## src/rtl/mem_port_arbiter_if.sv

```systemverilog
// Bundle of the fetch, data and memory handshakes around the shared memory port arbiter.
// The arbiter takes the master view; requesters and the memory model take the slave view.
interface mem_port_arbiter_if #(
  parameter int unsigned ADDR_WIDTH = 32,
  parameter int unsigned DATA_WIDTH = 32
);

  logic                  if_req;
  logic [ADDR_WIDTH-1:0] if_addr;
  logic                  if_flush;
  logic [DATA_WIDTH-1:0] if_rdata;
  logic                  if_ack;

  logic                  dm_req;
  logic                  dm_we;
  logic [ADDR_WIDTH-1:0] dm_addr;
  logic [DATA_WIDTH-1:0] dm_wdata;
  logic [DATA_WIDTH-1:0] dm_rdata;
  logic                  dm_ack;

  logic                  mem_req;
  logic                  mem_we;
  logic [ADDR_WIDTH-1:0] mem_addr;
  logic [DATA_WIDTH-1:0] mem_wdata;
  logic [DATA_WIDTH-1:0] mem_rdata;
  logic                  mem_ack;

  logic                  stall_if;
  logic                  stall_mem;

  modport master (
    input  if_req, if_addr, if_flush,
    input  dm_req, dm_we, dm_addr, dm_wdata,
    input  mem_rdata, mem_ack,
    output if_rdata, if_ack,
    output dm_rdata, dm_ack,
    output mem_req, mem_we, mem_addr, mem_wdata,
    output stall_if, stall_mem
  );

  modport slave (
    output if_req, if_addr, if_flush,
    output dm_req, dm_we, dm_addr, dm_wdata,
    output mem_rdata, mem_ack,
    input  if_rdata, if_ack,
    input  dm_rdata, dm_ack,
    input  mem_req, mem_we, mem_addr, mem_wdata,
    input  stall_if, stall_mem
  );

endinterface

```

## src/rtl/mem_port_arbiter.sv

```systemverilog
// Shares one single-port memory between instruction fetch and MEM-stage loads/stores.
// Data wins ties; a saturating starvation counter forces a fetch grant after STARVE_LIM data grants.
module mem_port_arbiter #(
  parameter int unsigned ADDR_WIDTH = 32,
  parameter int unsigned DATA_WIDTH = 32,
  parameter int unsigned STARVE_LIM = 4
) (
  input logic                clk,
  input logic                rst_n,
  mem_port_arbiter_if.master io_bus
);

  typedef enum logic [1:0] {
    StIdle,
    StBusyIf,
    StBusyDm,
    StBusyDrop
  } state_e;

  localparam logic [3:0] StarveLim = 4'(STARVE_LIM);

  state_e                r_state;
  logic                  r_mem_req;
  logic                  r_mem_we;
  logic [ADDR_WIDTH-1:0] r_mem_addr;
  logic [DATA_WIDTH-1:0] r_mem_wdata;
  logic [DATA_WIDTH-1:0] r_if_rdata;
  logic [DATA_WIDTH-1:0] r_dm_rdata;
  logic                  r_if_ack;
  logic                  r_dm_ack;
  logic [3:0]            r_starve;

  logic w_elig_if;
  logic w_elig_dm;
  logic w_grant_if;
  logic w_grant_dm;

  // A requester is ignored in the cycle its own ack is high, so it cannot be re-granted early.
  assign w_elig_if  = io_bus.if_req & ~io_bus.if_flush & ~r_if_ack;
  assign w_elig_dm  = io_bus.dm_req & ~r_dm_ack;
  assign w_grant_if = w_elig_if & (~w_elig_dm | (r_starve == StarveLim));
  assign w_grant_dm = w_elig_dm & ~w_grant_if;

  always_ff @(posedge clk) begin
    if (!rst_n) begin
      r_state     <= StIdle;
      r_mem_req   <= 1'b0;
      r_mem_we    <= 1'b0;
      r_mem_addr  <= '0;
      r_mem_wdata <= '0;
      r_if_rdata  <= '0;
      r_dm_rdata  <= '0;
      r_if_ack    <= 1'b0;
      r_dm_ack    <= 1'b0;
      r_starve    <= '0;
    end else begin
      r_if_ack <= 1'b0;
      r_dm_ack <= 1'b0;
      unique case (r_state)
        StIdle: begin
          if (!io_bus.if_req) begin
            r_starve <= '0;
          end
          if (w_grant_if) begin
            r_state    <= StBusyIf;
            r_mem_req  <= 1'b1;
            r_mem_we   <= 1'b0;
            r_mem_addr <= io_bus.if_addr;
            r_starve   <= '0;
          end else if (w_grant_dm) begin
            r_state     <= StBusyDm;
            r_mem_req   <= 1'b1;
            r_mem_we    <= io_bus.dm_we;
            r_mem_addr  <= io_bus.dm_addr;
            r_mem_wdata <= io_bus.dm_wdata;
            if (io_bus.if_req && (r_starve != StarveLim)) begin
              r_starve <= r_starve + 4'd1;
            end
          end
        end
        StBusyIf: begin
          // A flush coinciding with the response still drops the fetched word.
          if (io_bus.mem_ack) begin
            r_state   <= StIdle;
            r_mem_req <= 1'b0;
            r_mem_we  <= 1'b0;
            if (!io_bus.if_flush) begin
              r_if_ack   <= 1'b1;
              r_if_rdata <= io_bus.mem_rdata;
            end
          end else if (io_bus.if_flush) begin
            r_state <= StBusyDrop;
          end
        end
        StBusyDm: begin
          if (io_bus.mem_ack) begin
            r_state   <= StIdle;
            r_mem_req <= 1'b0;
            r_mem_we  <= 1'b0;
            r_dm_ack  <= 1'b1;
            if (!r_mem_we) begin
              r_dm_rdata <= io_bus.mem_rdata;
            end
          end
        end
        StBusyDrop: begin
          if (io_bus.mem_ack) begin
            r_state   <= StIdle;
            r_mem_req <= 1'b0;
            r_mem_we  <= 1'b0;
          end
        end
      endcase
    end
  end

  assign io_bus.mem_req   = r_mem_req;
  assign io_bus.mem_we    = r_mem_we;
  assign io_bus.mem_addr  = r_mem_addr;
  assign io_bus.mem_wdata = r_mem_wdata;
  assign io_bus.if_rdata  = r_if_rdata;
  assign io_bus.if_ack    = r_if_ack;
  assign io_bus.dm_rdata  = r_dm_rdata;
  assign io_bus.dm_ack    = r_dm_ack;
  assign io_bus.stall_if  = io_bus.if_req & ~r_if_ack;
  assign io_bus.stall_mem = io_bus.dm_req & ~r_dm_ack;

endmodule

```

## src/flat_wrapper.sv

```systemverilog
// flat-port wrapper written by rule: the top's interface ports become plain ports
module mem_port_arbiter_flat 
#(
  parameter int unsigned ADDR_WIDTH = 32,
  parameter int unsigned DATA_WIDTH = 32,
  parameter int unsigned STARVE_LIM = 4
)
  (clk, rst_n, io_bus_if_req, io_bus_if_addr, io_bus_if_flush, io_bus_dm_req, io_bus_dm_we, io_bus_dm_addr, io_bus_dm_wdata, io_bus_mem_rdata, io_bus_mem_ack, io_bus_if_rdata, io_bus_if_ack, io_bus_dm_rdata, io_bus_dm_ack, io_bus_mem_req, io_bus_mem_we, io_bus_mem_addr, io_bus_mem_wdata, io_bus_stall_if, io_bus_stall_mem);
  mem_port_arbiter_if #(.ADDR_WIDTH(ADDR_WIDTH), .DATA_WIDTH(DATA_WIDTH)) io_bus_i ();
  input logic clk;
  input logic rst_n;
  input wire logic [$bits(io_bus_i.if_req)-1:0] io_bus_if_req;
  input wire logic [$bits(io_bus_i.if_addr)-1:0] io_bus_if_addr;
  input wire logic [$bits(io_bus_i.if_flush)-1:0] io_bus_if_flush;
  input wire logic [$bits(io_bus_i.dm_req)-1:0] io_bus_dm_req;
  input wire logic [$bits(io_bus_i.dm_we)-1:0] io_bus_dm_we;
  input wire logic [$bits(io_bus_i.dm_addr)-1:0] io_bus_dm_addr;
  input wire logic [$bits(io_bus_i.dm_wdata)-1:0] io_bus_dm_wdata;
  input wire logic [$bits(io_bus_i.mem_rdata)-1:0] io_bus_mem_rdata;
  input wire logic [$bits(io_bus_i.mem_ack)-1:0] io_bus_mem_ack;
  output wire logic [$bits(io_bus_i.if_rdata)-1:0] io_bus_if_rdata;
  output wire logic [$bits(io_bus_i.if_ack)-1:0] io_bus_if_ack;
  output wire logic [$bits(io_bus_i.dm_rdata)-1:0] io_bus_dm_rdata;
  output wire logic [$bits(io_bus_i.dm_ack)-1:0] io_bus_dm_ack;
  output wire logic [$bits(io_bus_i.mem_req)-1:0] io_bus_mem_req;
  output wire logic [$bits(io_bus_i.mem_we)-1:0] io_bus_mem_we;
  output wire logic [$bits(io_bus_i.mem_addr)-1:0] io_bus_mem_addr;
  output wire logic [$bits(io_bus_i.mem_wdata)-1:0] io_bus_mem_wdata;
  output wire logic [$bits(io_bus_i.stall_if)-1:0] io_bus_stall_if;
  output wire logic [$bits(io_bus_i.stall_mem)-1:0] io_bus_stall_mem;
  assign io_bus_i.if_req = io_bus_if_req;
  assign io_bus_i.if_addr = io_bus_if_addr;
  assign io_bus_i.if_flush = io_bus_if_flush;
  assign io_bus_i.dm_req = io_bus_dm_req;
  assign io_bus_i.dm_we = io_bus_dm_we;
  assign io_bus_i.dm_addr = io_bus_dm_addr;
  assign io_bus_i.dm_wdata = io_bus_dm_wdata;
  assign io_bus_i.mem_rdata = io_bus_mem_rdata;
  assign io_bus_i.mem_ack = io_bus_mem_ack;
  assign io_bus_if_rdata = io_bus_i.if_rdata;
  assign io_bus_if_ack = io_bus_i.if_ack;
  assign io_bus_dm_rdata = io_bus_i.dm_rdata;
  assign io_bus_dm_ack = io_bus_i.dm_ack;
  assign io_bus_mem_req = io_bus_i.mem_req;
  assign io_bus_mem_we = io_bus_i.mem_we;
  assign io_bus_mem_addr = io_bus_i.mem_addr;
  assign io_bus_mem_wdata = io_bus_i.mem_wdata;
  assign io_bus_stall_if = io_bus_i.stall_if;
  assign io_bus_stall_mem = io_bus_i.stall_mem;
  mem_port_arbiter #(.ADDR_WIDTH(ADDR_WIDTH), .DATA_WIDTH(DATA_WIDTH), .STARVE_LIM(STARVE_LIM)) u_core (.clk(clk), .rst_n(rst_n), .io_bus(io_bus_i));
endmodule
```

## config.mk

```make
export PLATFORM = sky130hd
export DESIGN_NAME = mem_port_arbiter_flat
export DESIGN_NICKNAME = d
export VERILOG_FILES = /design/src/rtl/mem_port_arbiter_if.sv /design/src/rtl/mem_port_arbiter.sv /design/src/flat_wrapper.sv
export SDC_FILE = /design/constraint.sdc
export NUM_CORES = 1
export LEC_CHECK = 0
export BUFFER_PORTS_ARGS = -buffer_cell sky130_fd_sc_hd__buf_2
export CAP_MARGIN = 25
export CORE_MARGIN = 5
export CORE_UTILIZATION = 45
export CTS_BUF_LIST = sky130_fd_sc_hd__clkbuf_4 sky130_fd_sc_hd__clkbuf_8
export DETAILED_ROUTE_END_ITERATION = 7
export HOLD_SLACK_MARGIN = 0.08
export PLACE_DENSITY_LB_ADDON = 0.08
export SETUP_SLACK_MARGIN = 0.4
export SLEW_MARGIN = 40
export SYNTH_ARGS = -nofsm -noshare
export SYNTH_HDL_FRONTEND = slang
export SYNTH_SLANG_ARGS = --single-unit
```

## constraint.sdc

```tcl
create_clock -name clk -period 3.4 [get_ports clk]
set_input_delay 0.17 -clock clk [delete_from_list [all_inputs] [get_ports clk]]
set_output_delay 0.17 -clock clk [all_outputs]
set_load 0.01 [all_outputs]
```

Yosys cells after proc, flatten, opt, wreduce, memory -nomap -nowiden

Cells that the tools add are included.

Logic and storage cells: 67
Bits in registers: 138
Input bits: 135

Muxes and demuxes: 21
Add/subtract/negate cells: 1
Reduce and logical (&&, ||, !) cells: 13
Equal/unequal tests: 9
Bitwise gates (word level): 13

Operators by type and width:

| cell                  | number |
|---|---|
| $mux W32              | 2 |
| $mux W4               | 4 |
| $reduce_and A3 Y1     | 5 |
| $mux W2               | 5 |
| $mux W1               | 7 |
| $and A1 B1 Y1         | 6 |
| $not A1 Y1            | 6 |
| $pmux W2 S3           | 1 |
| $reduce_and A2 Y1     | 3 |
| $add A4 B1 Y4 const B | 1 |
| $eq A2 B2 Y1 const B  | 2 |
| $eq A4 B3 Y1 const B  | 1 |
| $ne A2 B1 Y1 const B  | 2 |
| $ne A4 B3 Y1 const B  | 1 |
| $pmux W1 S2           | 2 |
| $ne A3 B1 Y1 const B  | 1 |
| $ne A3 B3 Y1 const B  | 1 |
| $reduce_or A3 Y1      | 1 |
| $eq A2 B1 Y1 const B  | 1 |
| $logic_not A2 Y1      | 1 |
| $reduce_bool A2 Y1    | 1 |
| $reduce_or A2 Y1      | 1 |
| $logic_and A1 B1 Y1   | 1 |
| $or A1 B1 Y1          | 1 |

Longest topological paths before layout

Depth in word-level cells: 10
Mapped depth: 7
Depth with buffers taken out: 6

Least setup slack after synthesis

No wires, ideal clock.

Path type: flip-flop to flip-flop
From: reg u_core.r_starve[0]
To: reg u_core.r_mem_wdata[23], in the netlist u_core.io_bus.mem_wdata[23]
Stages on the path, launching flop included: 8
Slack: 1832 ps
Data arrival time: 1497 ps
Library setup time: 71 ps
Period minus slack after synthesis: 1568 ps
Path buffers: 1
Cells stage by stage: dfxtp_1 -> inv_1 -> ha_1 -> and3b_1 -> a211oi_4 -> buf_2 -> nand2_1 -> a21oi_1

Longest elaborated chain between the ends: 6

RTL lines:

| item                                   | RTL line               | text |
|---|---|---|
| start: declaration                     | mem_port_arbiter.sv:31 | `logic [3:0] r_starve;` |
| start signal: assignment               | mem_port_arbiter.sv:77 | `r_starve <= r_starve + 4'd1;` |
| $eq A4 B3 Y1 (*)                       | mem_port_arbiter.sv:41 | `assign w_grant_if = w_elig_if & (~w_elig_dm \| (r_starve == StarveLim));` |
| $or A1 B1 Y1 (*)                       | mem_port_arbiter.sv:41 |  |
| $and A1 B1 Y1 (*)                      | mem_port_arbiter.sv:41 |  |
| $not A1 Y1 (*)                         | mem_port_arbiter.sv:42 | `assign w_grant_dm = w_elig_dm & ~w_grant_if;` |
| $and A1 B1 Y1                          | mem_port_arbiter.sv:42 |  |
| $reduce_and A3 Y1 (no source line) (*) | --                     |  |
| end signal: assignment                 | mem_port_arbiter.sv:75 | `r_mem_wdata <= io_bus.dm_wdata;` |
| end: declaration                       | mem_port_arbiter.sv:26 | `logic [DATA_WIDTH-1:0] r_mem_wdata;` |

Every way passes the cells marked *; elsewhere a longest branch is shown, timed or not.
A chain may end at the register's enable or synchronous reset.

Final worst setup path

From: in io_bus_if_req
To: reg u_core.r_mem_addr[15], in the netlist u_core.io_bus.mem_addr[15]

Longest elaborated chain between the ends: 7
Elaborated cells on any way between the ends: 8
Those cells by class: mux: 1; bitwise: 5; reduce/logical: 2

RTL lines:

| item                                | RTL line               | text |
|---|---|---|
| start: declaration                  | flat_wrapper.sv:12     | `input wire logic [$bits(io_bus_i.if_req)-1:0] io_bus_if_req;` |
| $and A1 B1 Y1 (*) (2 in a row)      | mem_port_arbiter.sv:39 | `assign w_elig_if = io_bus.if_req & ~io_bus.if_flush & ~r_if_ack;` |
| $and A1 B1 Y1 (*)                   | mem_port_arbiter.sv:41 |  |
| $not A1 Y1                          | mem_port_arbiter.sv:42 |  |
| $and A1 B1 Y1                       | mem_port_arbiter.sv:42 |  |
| $reduce_bool A2 Y1 (no source line) | --                     |  |
| $reduce_and A2 Y1 (no source line)  | --                     |  |
| end signal: assignment              | mem_port_arbiter.sv:68 | `r_mem_addr <= io_bus.if_addr;` |
| end signal: assignment              | mem_port_arbiter.sv:74 | `r_mem_addr <= io_bus.dm_addr;` |
| end: declaration                    | mem_port_arbiter.sv:25 | `logic [ADDR_WIDTH-1:0] r_mem_addr;` |

Marks and branches as above.

==> metrics <==
outcome=finished clean; Max Cap Viol=0; global route total overflow=0; routed vias/inst=5.05; largest net degree at the start of global routing=69; Core ar.=about 11000 sq um; initial DRC count=slightly above 400; RSZ-0062 raised after global routing=false; share of layout cells above drive strength 1=0.305; clk_lat worst skew=roughly 420 ps; Worst-path clk slew=80 ps; CTS Buf Count=17; CP most frequent cell=dlygate4sd3_1; number of port buffers=268; Max stage delay on crit path=around 570 ps; worst slew pin tran=a little under 800 ps; Initial Utilization=0.458; Worst path slowest cell=dlygate4sd3_1; Pwr per Cell Area=~470 nW/um^2; Max Clock Freq=between 300 and 400 MHz; drt first pass iters=5; Req. time, crit path=around 3800 ps; area occupied by multi-input gates=2210 sq um; ys flop type=dfxtp_1; most frequent cells in the layout=buf_2, nand2_1, dfxtp_1, dlygate4sd3_1, a21oi_1; R2R Setup Slk=approximately 660 ps; endpoint class of the critical path=register; Horiz. Die Dim=between 100 and 150 um; NumNets Final=1178; critical path cell sequence=dlygate4sd3_1, buf_2, or3b_4, a21oi_4, buf_4, o21ai_1, a31oi_1, dlygate4sd3_1; Distinct cells, synth=38; Rows=39; VDD IR max=~0.33 mV; # diodes=0; GR Util All Layers=0.251; die height=118 um; FF+latch count, synth=138; Setup Fix Bufs, Post-CTS=0; antenna violations before repair=0; first-pass GRT wire length=between 20000 and 30000 um; P_leak=roughly 3.9 nW; Fill cells=approximately 900; Routed Antenna Nets=0; RD Place Congestion=between 0.8 and 0.9; Hold Path Class=in2reg; Clock Tree Root=clkbuf_8; post-synthesis net count=803; crit-path max FO=39; die area=between 10000 and 15000 sq um; Vias=~6000; Final HPWL DP=~11000 um; Finish-stage setup viols=0; number of synthesized flops with an enable pin=0; Arr. time, crit path=about 3200 ps; ys async rst share=0; CTS tree=yes; design area=8340 sq um; Slew headroom=0.487; CP Class=in2reg; dpl cell area=6580 sq um; Register Area=2760 sq um; Mapped Cells=about 670; Avg Cell Area, Syn=just under 8 sq um; Final Max Tran Viols=0; Area Overhead vs Synth=60.4%; vias in the first global route=between 5000 and 6000; CTS H-Tree Depth=4; DR WL/cell=about 15 um; DR DRC count=0; Top Ports=between 200 and 300; synth warn=0; commonest non-fill, non-tap cell in the layout=buf_2; final cycle utilization of the critical path=0.827; Final TNS setup=0 ps; Post-Syn Area=roughly 5200 sq um; total wire length=~18000 um; Startpoint Class=input port; register area share after synthesis=0.531; Worst Skew=11.9 ps; Final Critical Period=about 2800 ps; Num Clock Sinks=138; Bufs on Longest Clock Path=2; Hold Violations, Final=0
per-stage QoR:
step / util / hold WS, ps / setup slack (ps) / std cells / power, mW
after floorplan: - / 306 / 1830 / 666 / 2.08
after global placement: 0.579 / 411 / 1340 / 1035 / 2.30
after detailed placement: 0.579 / 420 / 1240 / 1035 / 2.32
after global routing: 0.734 / 117 / 446 / 1197 / 4.15
after CTS: 0.734 / 89.1 / 648 / 1197 / 3.98
final: 0.734 / 119 / 587 / 1197 / 3.96
state kept, by name, summed over array words and instances (netlist names):
register	flops
u_core.io_bus.mem_we	1
u_core.io_bus.mem_req	1
u_core.io_bus.dm_rdata	32
u_core.io_bus.if_rdata	32
u_core.r_state	2
u_core.io_bus.if_ack	1
u_core.io_bus.mem_wdata	32
u_core.io_bus.dm_ack	1
u_core.r_starve	4
u_core.io_bus.mem_addr	32
critical path: cells and delay by family:
kind / cells / cell delay (ps)
buf+inv: 4 / 1700
compound gates: 3 / 870
simple gates: 1 / 430
worst paths after layout:
path | end | from | cells past startpoint
setup / recovery | u_core.io_bus.mem_addr[15] | io_bus_if_req | 8
hold reg to reg | u_core.io_bus.dm_rdata[26] | u_core.io_bus.dm_rdata[26] | 2
setup reg to reg | u_core.io_bus.mem_addr[15] | u_core.r_state[1] | 6
hold / removal | u_core.r_state[1] | io_bus_mem_ack | 4
what timing repair did:
| item | 4_1_cts | 5_1_grt |
|---|---|---|
| gates resized for setup | 0 | 0 |
| endpoints found under the setup margin | 0 | 0 |
| hold endpoints to repair | 131 | 0 |
| hold buffers | 130 | 0 |
cells in the mapped netlist, types with 2 or more instances:
master	number	area [sq um]
o21ai_1	21	105
clkbuf_1	29	109
nand2_1	259	972
buf_2	15	75.1
inv_2	2	7.51
buf_6	2	22.5
a21oi_1	102	510
a21oi_2	2	17.5
ha_1	2	25.0
buf_4	4	30.0
o32ai_1	3	26.3
nand3_1	3	15.0
a31oi_1	31	194
o21ai_0	15	75.1
nand3b_1	3	22.5
nor3b_1	2	15.0
dfxtp_1	138	2760
inv_1	3	11.3
nor2_1	11	41.3
cells by family (layout without fill, tap and decap cells):
| logic type | count (synthesis) | in the layout | share of synthesized area |
|---|---|---|---|
| AND/OR/NAND/NOR | 291 | 291 | 0.224 |
| buffers and inverters | 55 | 443 | 0.0491 |
| multiplexers | 1 | 1 | 0.00216 |
| adder cells (fa/ha/maj) | 2 | 2 | 0.00481 |
| AO/OA/AOI/OAI | 179 | 179 | 0.189 |
| flip-flops | 138 | 138 | 0.531 |
metal layers:
metal	share of wire	global-route usage	vias to the layer above
met1	0.40	0.294	2787
li1	-	-	2965
met5	0	0	-
met2	0.51	0.436	261
met4	0.019	0.0846	0
met3	0.074	0.0735	26
report_power, final:
part	switching (mW)	internal, mW	total, mW
combinational	0.342	0.332	0.674
sequential	0.0530	1.71	1.76
clock	0.632	0.887	1.52
final cells by class:
cell class / instances / share of cell area
Clock buffer: 18 / 0.0289
Clock inverter: 14 / 0.0262
Inverter: 5 / 0.00225
Multi-Input combinational cell: 473 / 0.265
Sequential cell: 138 / 0.331
Tap cell: 143 / 0.0214
Timing Repair Buffer: 406 / 0.325
No activity file was read; power rests on OpenSTA's default activity.
